--- src/rtl/jtopl_timer_bank.sv ---
// jtopl_timer_bank
//   NTIM up-counting timers sharing one free-running sample prescaler.
//   Timer i ticks once every 2^(PRE_LOG+i*STEP_LOG) zero pulses, reloads
//   from its value slice on overflow, and can run periodic or one-shot.
//   Overflow events set sticky, maskable flags that are OR-ed into an
//   active-low IRQ.
// Ports:
//   clk, rst    clock, asynchronous active-high reset
//   cenop       operator clock enable; gates every state change
//   zero        one-cenop pulse per sample
//   value       reload values, timer i at [i*W +: W]
//   load        per-timer run enable (level; rising edge reloads)
//   oneshot     per-timer stop after first overflow
//   flagen      per-timer overflow-sets-flag enable
//   clr_flag    per-timer flag clear request
//   flag        sticky overflow flags
//   overflow    overflow strobe, one cenop period wide
//   irq_n       active-low OR of all flags
module jtopl_timer_bank #(
  parameter int NTIM     = 2,
  parameter int W        = 8,
  parameter int PRE_LOG  = 2,
  parameter int STEP_LOG = 2
) (
  input  logic            clk,
  input  logic            rst,
  input  logic            cenop,
  input  logic            zero,
  input  logic [NTIM*W-1:0] value,
  input  logic [NTIM-1:0] load,
  input  logic [NTIM-1:0] oneshot,
  input  logic [NTIM-1:0] flagen,
  input  logic [NTIM-1:0] clr_flag,
  output logic [NTIM-1:0] flag,
  output logic [NTIM-1:0] overflow,
  output logic            irq_n
);

  localparam int PW = PRE_LOG + (NTIM-1)*STEP_LOG;

  logic [PW-1:0] pre;

  // Shared prescaler: never touched by load, so timer phase is not aligned
  // to the load edge and the first period may be up to one tick short.
  always_ff @(posedge clk or posedge rst) begin
    if (rst)
      pre <= '0;
    else if (cenop && zero)
      pre <= pre + PW'(1);
  end

  for (genvar i = 0; i < NTIM; i++) begin : g_tim
    localparam int TW = PRE_LOG + i*STEP_LOG;
    // Low TW prescaler bits select the tick; a mask avoids a zero-width
    // slice when TW is 0.
    localparam logic [PW-1:0] MASK = PW'((64'd1 << TW) - 64'd1);

    logic [W-1:0] val;
    logic [W-1:0] cnt;
    logic         load_l;
    logic         done;
    logic         flag_r;
    logic         ovf_r;
    logic         tick;
    logic         rise;
    logic         step;
    logic         ev;

    assign val  = value[i*W +: W];
    assign tick = cenop & zero & (&(pre | ~MASK));
    assign rise = load[i] & ~load_l;
    // A load edge wins over a coincident tick.
    assign step = ~rise & load[i] & ~done & tick;
    assign ev   = step & (&cnt);

    always_ff @(posedge clk or posedge rst) begin
      if (rst) begin
        cnt    <= '0;
        load_l <= 1'b0;
        done   <= 1'b0;
        flag_r <= 1'b0;
        ovf_r  <= 1'b0;
      end else if (cenop) begin
        load_l <= load[i];
        ovf_r  <= ev;
        if (rise) begin
          cnt  <= val;
          done <= 1'b0;
        end else if (step) begin
          if (&cnt) begin
            cnt <= val;
            if (oneshot[i])
              done <= 1'b1;
          end else begin
            cnt <= cnt + W'(1);
          end
        end
        if (ev && flagen[i])
          flag_r <= 1'b1;
        else if (clr_flag[i])
          flag_r <= 1'b0;
      end
    end

    assign flag[i]     = flag_r;
    assign overflow[i] = ovf_r;
  end

  assign irq_n = ~|flag;

endmodule
--- config.mk ---
export PLATFORM = sky130hd
export DESIGN_NAME = jtopl_timer_bank
export DESIGN_NICKNAME = d
export VERILOG_FILES = /design/src/rtl/jtopl_timer_bank.sv
export SDC_FILE = /design/constraint.sdc
export NUM_CORES = 1
export LEC_CHECK = 0
export CORE_UTILIZATION = 55
export DETAILED_ROUTE_END_ITERATION = 8
export PLACE_DENSITY_LB_ADDON = 0.25
export REMOVE_ABC_BUFFERS = 1
export SETUP_SLACK_MARGIN = 0.5
export SYNTH_ARGS = -nofsm -noshare
export SYNTH_HDL_FRONTEND = slang
export SYNTH_SLANG_ARGS = --single-unit
export TNS_END_PERCENT = 100
--- constraint.sdc ---
create_clock -name clk -period 3.9 [get_ports clk]
set_clock_uncertainty 0.15 [all_clocks]
set_input_delay 0.39 -clock clk [delete_from_list [all_inputs] [get_ports clk]]
set_output_delay 0.39 -clock clk [all_outputs]
set_load 0.005 [all_outputs]
==> impl_metrics.env, run 1 <==
export IMPL_ir_drop_mv=0.411
export IMPL_ys_warn_count=0
export IMPL_route_detailed_drc=0
export IMPL_die_h_um=56.5
export IMPL_worst_endpoint_arrival_ps=2140
export IMPL_syn_avg_cell_area_um2=9.50
export IMPL_cp_end_kind="register"
export IMPL_hpwl_um=2760
export IMPL_grt_max_degree=29
export IMPL_worstPathMaxFanout=14
export IMPL_cts_tree="built"
export IMPL_start_util=0.587
export IMPL_synthCells=172
export IMPL_firstDrtPassIters=4
export IMPL_insertion_delay_ps=330
export IMPL_ios=33
export IMPL_synth_cell_types=49
export IMPL_critPathRequiredTime_ps=3990
export IMPL_seqCellArea_um2=701
export IMPL_status="finished, final reports clean"
export IMPL_post_drt_via_cell_ratio=6.29
export IMPL_layout_nets=232
export IMPL_whs_path_depth=1
export IMPL_p_leak_nw=0.803
export IMPL_grt_first_pass_wirelength_um=5940
export IMPL_r2r_cells=4
export IMPL_n_antenna_cell=0
export IMPL_cap_violations=0
export IMPL_grt_use_total=0.235
export IMPL_finalHoldViolCount=0
export IMPL_setup_viol_count_final=0
export IMPL_setup_tns_ps=0
export IMPL_cts_buffers=3
export IMPL_synthFlopType="dfrtp_1"
export IMPL_clkTransAtPathRegs_ps=160
export IMPL_drive_gt1_frac=0.0650
export IMPL_area_growth_pct=22.1
export IMPL_cts_root_buf="clkbuf_4"
export IMPL_slew_headroom=0.290
export IMPL_drtIter0Drc=89
export IMPL_overflow=0
export IMPL_cts_hold_buf=0
export IMPL_die_area_um2=3190
export IMPL_min_period_over_period=0.525
export IMPL_critPathKind="input port to register"
export IMPL_rsz0062_at_grt="no"
export IMPL_clock_sinks=28
export IMPL_yosysSeqAreaShare=0.429
export IMPL_routed_via_count=1452
export IMPL_gp_congestion=0.846
export IMPL_antenna_found_initial=0
export IMPL_ctsHtreeMaxLevel=1
export IMPL_wirelength_um=3670
export IMPL_syn_area_um2=1630
export IMPL_p_total_uw=979
export IMPL_async_reset_ff_frac=1.00
export IMPL_worst_slew_pin_slew_ps=1060
export IMPL_post_drt_wl_per_cell_um=15.9
export IMPL_die_w_um=56.5
export IMPL_pwr_density_cell_nw_per_um2=491
export IMPL_grt_pass1_vias=1357
export IMPL_cp_start_kind="input port"
export IMPL_finalMaxSlewViolations=0
export IMPL_cts_resized=0
export IMPL_max_freq_ghz=0.488
export IMPL_ys_ff_latch=28
export IMPL_antenna_left=0
export IMPL_clockBufferDepth=2
export IMPL_layout_min_cycle_time_ps=2050
export IMPL_multiInputGateArea_um2=852
export IMPL_rows=19
export IMPL_hp_class="register to register"
export IMPL_portBuffers=32
export IMPL_core_area_um2=2780
export IMPL_postCtsSetupRepairBufs=0
export IMPL_fill_cells=223
export IMPL_synth_edf_count=0
-- through the flow --
stage / worst slack (ps) / std cells / hold WS, ps / instance area, µm² / util
after floorplan: 2240 / 164 / 291 / 1580 / -
after global placement: 1560 / 227 / 318 / 1940 / 0.698
after detailed placement: 1500 / 227 / 322 / 1940 / 0.698
after CTS: 1840 / 231 / 342 / 1990 / 0.717
after global routing: 1750 / 231 / 360 / 1990 / 0.717
final: 1850 / 231 / 343 / 1990 / 0.717
-- synth_stat cells, types with 2 or more instances --
cell type / instances / area, µm²
nand3_1: 9 / 45.0
a31oi_1: 2 / 12.5
nand3b_1: 2 / 15.0
nor3_1: 2 / 10.0
and4_1: 2 / 17.5
nand2_1: 12 / 45.0
a21o_1: 2 / 15.0
mux2_2: 2 / 22.5
buf_2: 2 / 10.0
o21ai_0: 12 / 60.1
nor2_1: 14 / 52.6
a21oi_1: 5 / 25.0
inv_1: 8 / 30.0
mux2i_1: 3 / 30.0
a22oi_1: 5 / 37.5
xnor2_1: 2 / 17.5
a22o_1: 2 / 17.5
o2bb2ai_1: 4 / 35.0
ha_1: 3 / 37.5
nand4_1: 3 / 18.8
nor3b_1: 3 / 22.5
and2_1: 3 / 18.8
and3_1: 5 / 31.3
o21ai_1: 6 / 30.0
buf_4: 5 / 37.5
or2b_1: 2 / 15.0
dfrtp_1: 28 / 701
o311ai_1: 3 / 26.3
-- cells in the final DEF (no fill, tap or decap), types with 2 or more instances in the layout --
cell             synthesis  final
dfrtp_1                 28     28
and3_1                   5      5
a21oi_1                  5      5
nand3b_1                 2      2
nand2_1                 12     12
o311ai_1                 3      3
nor3b_1                  3      3
a21o_1                   2      2
ha_1                     3      3
clkbuf_4                 0      3
clkdlybuf4s50_1          0     32
and4_1                   2      2
o2bb2ai_1                4      4
nor2_1                  14     14
and2_1                   3      3
o21ai_0                 12     12
nor3_1                   2      2
mux2i_1                  3      3
o21ai_1                  6      6
xnor2_1                  2      2
nand4_1                  3      3
inv_1                    8      8
mux2_2                   2      2
a31oi_1                  2      2
a22oi_1                  5      5
nand3_1                  9      9
a22o_1                   2      2
or2b_1                   2      2
-- power by group --
part           switching, mW  total, mW  internal [mW]
combinational          0.137      0.287          0.150
sequential             0.119      0.498          0.379
clock                 0.0893      0.193          0.104
total                  0.346      0.979          0.633
-- layout make-up --
class                   count  area share
repair buffers             32       0.161
inverters                   8      0.0151
flip-flops and latches     28       0.351
well taps                  31      0.0194
multi-input cells         128       0.427
clock inverters             1      0.0151
clock buffers               3      0.0113
-- per-layer routing --
metal / up-vias / GRT usage / routed length (µm)
met1: 716 / 0.311 / 1630
met3: 6 / 0.0300 / 127
met5: - / 0 / 0
li1: 693 / - / -
met4: 0 / 0.0592 / 36
met2: 37 / 0.408 / 1890
-- critical path: stages --
cell and delay (ps):
clkdlybuf4s50_1 720, nand4b_1 270, o21ai_2 390, o21ai_0 160, a22o_1 200
-- registers in the layout, indices dropped and copies added, names as in the netlist --
signal,count
g_tim.load_l,2
pre,4
g_tim.flag_r,2
g_tim.ovf_r,2
g_tim.done,2
g_tim.cnt,16
-- path summary, 6_finish.rpt --
| kind | startpoint | to | slack [ps] |
|---|---|---|---|
| worst max-delay path | cenop | g_tim[1].cnt[5] | 1850 |
| worst max register to register | g_tim[0].load_l | g_tim[0].cnt[1] | 1990 |
| max in group asynchronous | rst | g_tim[0].cnt[3] | 2510 |
| worst min-delay path | pre[3] | pre[3] | 340 |
| min in group asynchronous | rst | pre[2] | 450 |
| worst min register to register | pre[3] | pre[3] | 340 |
-- cell families (layout without fill, tap and decap cells) --
| kind of cell | Yosys count | count (layout) | share of synthesized area |
|---|---|---|---|
| DFF | 28 | 28 | 0.429 |
| and+or+nand+nor | 65 | 65 | 0.228 |
| AOI/OAI and AO/OA | 52 | 52 | 0.222 |
| xor gates and xnor gates | 3 | 3 | 0.0161 |
| adders and majority gates | 3 | 3 | 0.0230 |
| buffers and inverters | 16 | 44 | 0.0498 |
| muxes | 5 | 5 | 0.0322 |
Note: power is estimated with default switching activity, not from simulation.
==> run 2: changes to the inputs <==
- CORE_UTILIZATION: 55 -> 46
- clock period: 3.9 -> 1.6 ns (I/O delays scaled with it)
==> run 2 against run 1 <==
The flow now finishes with violations (setup timing). Sequential cell count unchanged. Sequential power is 140% higher. Die area up 19%. Wire length grew 77%. Power rose to 3.4 times the previous value. Via count up 29%. Critical path type is now register to register. Critical endpoint is now g_tim[1].cnt[0]. Highest routed layer unchanged.
==> impl_metrics.env, run 2 (synthesis results as in run 1) <==
export IMPL_finalMaxSlewViolations=0
export IMPL_layout_min_cycle_time_ps=1730
export IMPL_setup_tns_ps=-1230
export IMPL_wirelength_um=6500
export IMPL_start_util=0.486
export IMPL_n_antenna_cell=0
export IMPL_largest_reg_flops=16
export IMPL_antenna_left=0
export IMPL_max_freq_ghz=0.579
export IMPL_rsz0062_at_grt="yes"
export IMPL_cp_end_kind="register"
export IMPL_routed_via_count=1872
export IMPL_cp_slowest_cell="dfrtp_1"
export IMPL_cp_start_kind="register"
export IMPL_slew_headroom=0.747
export IMPL_route_detailed_drc=0
export IMPL_p_clk_frac=0.115
export IMPL_setup_viol_count_final=17
export IMPL_die_h_um=61.6
export IMPL_p_switching_mw=1.29
export IMPL_area_growth_pct=73.1
export IMPL_worstPathMaxFanout=3
export IMPL_sw_frac_of_total=0.393
export IMPL_cap_violations=0
export IMPL_gp_congestion=0.811
export IMPL_ir_drop_mv=1.02
export IMPL_antenna_found_initial=0
export IMPL_clkTransAtPathRegs_ps=170
export IMPL_seq_power_share=0.358
export IMPL_drive_gt1_frac=0.471
export IMPL_grt_pass1_vias=1751
export IMPL_reg_top3="g_tim.cnt x16, pre x4"
export IMPL_critPathKind="register to register"
export IMPL_critPathRequiredTime_ps=1710
export IMPL_finalHoldViolCount=0
export IMPL_worst_endpoint_arrival_ps=1840
export IMPL_internal_power_mw=1.99
export IMPL_violations="setup timing"
export IMPL_clock_sinks=28
export IMPL_pwr_density_cell_nw_per_um2=1160
export IMPL_ios=33
export IMPL_critical_path_max_stage_delay_ps=450
export IMPL_insertion_delay_ps=350
export IMPL_setup_ws_ps=-127
export IMPL_final_common_cell="buf_4"
export IMPL_grt_use_total=0.289
export IMPL_core_area_um2=3360
export IMPL_cts_hold_buf=0
export IMPL_p_leak_nw=1.20
export IMPL_critPathBufInv=1
export IMPL_rows=21
export IMPL_firstDrtPassIters=4
export IMPL_status="finished with violations"
export IMPL_grt_max_degree=29
export IMPL_worst_slew_pin_slew_ps=380
export IMPL_post_drt_wl_per_cell_um=21.0
export IMPL_path_cells="ha_4, nand4_4, buf_6, nor2_4, nor2_2, a211o_1"
export IMPL_largest_register="g_tim.cnt"
export IMPL_post_drt_via_cell_ratio=6.06
export IMPL_portBuffers=32
export IMPL_crit_family="flip-flops"
export IMPL_cts_tree="built"
export IMPL_cts_root_buf="clkbuf_4"
export IMPL_whs_ps=28.5
export IMPL_hp_class="input port to asynchronous set/reset pin"
export IMPL_cts_buffers=3
export IMPL_die_w_um=61.6
export IMPL_overflow=0
export IMPL_min_period_over_period=1.08
export IMPL_layout_nets=295
export IMPL_die_area_um2=3790
export IMPL_clockBufferDepth=2
export IMPL_layout_common_cells="buf_4, dfrtp_1, clkdlybuf4s50_1"
export IMPL_ctsHtreeMaxLevel=1
export IMPL_drtIter0Drc=195
export IMPL_grt_first_pass_wirelength_um=8040
export IMPL_hpwl_um=3220
export IMPL_combinationalPowerShare=0.527
## run 2: changes by cell type in the layout (fill, tap and decap cells not counted), moves of 5 or more
cell / change
nor2_2: +5
buf_4: +43
nor2_1: -7
clkdlybuf4s50_1: -6
buf_6: +18
o21ai_0: -9
## run 2: worst paths after layout
| kind | start | to | slack, ps | cells past startpoint |
|---|---|---|---|---|
| max | pre[0] | g_tim[1].cnt[0] | -130 | 6 |
| min | rst | g_tim[1].ovf_r | 30 | 3 |
| max reg2reg | pre[0] | g_tim[1].cnt[0] | -130 | 6 |
| min reg2reg | pre[3] | pre[3] | 340 | 1 |
| max in group asynchronous | rst | g_tim[0].load_l | 960 | 3 |
| min in group clk | oneshot[1] | g_tim[1].done | 200 | 3 |
## run 2: layer usage
layer	track usage	vias up	part of all wire
li1	-	828	-
met1	0.383	933	0.40
met2	0.462	87	0.51
met3	0.0609	24	0.059
met4	0.114	0	0.028
met5	0	-	0
## run 2: timing repair
item                       in CTS  in global routing
setup endpoints to repair      30                 30
gates resized for setup        73                 41
cloned                          3                  0
pin swaps                      24                 11
buffers inserted               15                  8
## run 2: area by class of cell
type | count | area [µm²]
fillers | 196 | 534
repair buffers | 92 | 815
multi-input cells | 131 | 1190
clock buffers | 4 | 36.3
inverters | 8 | 30.0
flip-flops and latches | 28 | 703
well taps | 46 | 57.6
## run 2: tightest hold or removal path, delay by kind of cell
kind / cells / cell delay [ps]
buffers and inverters: 3 / 810
## run 2: metrics by stage
stage                     std cells  setup slack (ps)  power, mW  cell area [µm²]  utilization
after floorplan                 164             -57.8       1.66             1580            -
after global placement          279              -218       2.18             2240        0.666
after detailed placement        279              -320       2.26             2240        0.666
after CTS                       301             -61.9       2.94             2600        0.774
after global routing            309              -174       3.43             2830        0.841
final                           309              -127       3.28             2830        0.841
## run 2: power by group through the flow
stage          Combinational (mW)  Clock, mW  Sequential, mW
3_3_place_gp                 1.08          0            1.10
5_1_grt                      1.84      0.401            1.19
4_1_cts                      1.43      0.369            1.13
2_1_floorplan               0.520          0            1.14
6_report                     1.73      0.378            1.18
3_5_place_dp                 1.14          0            1.12
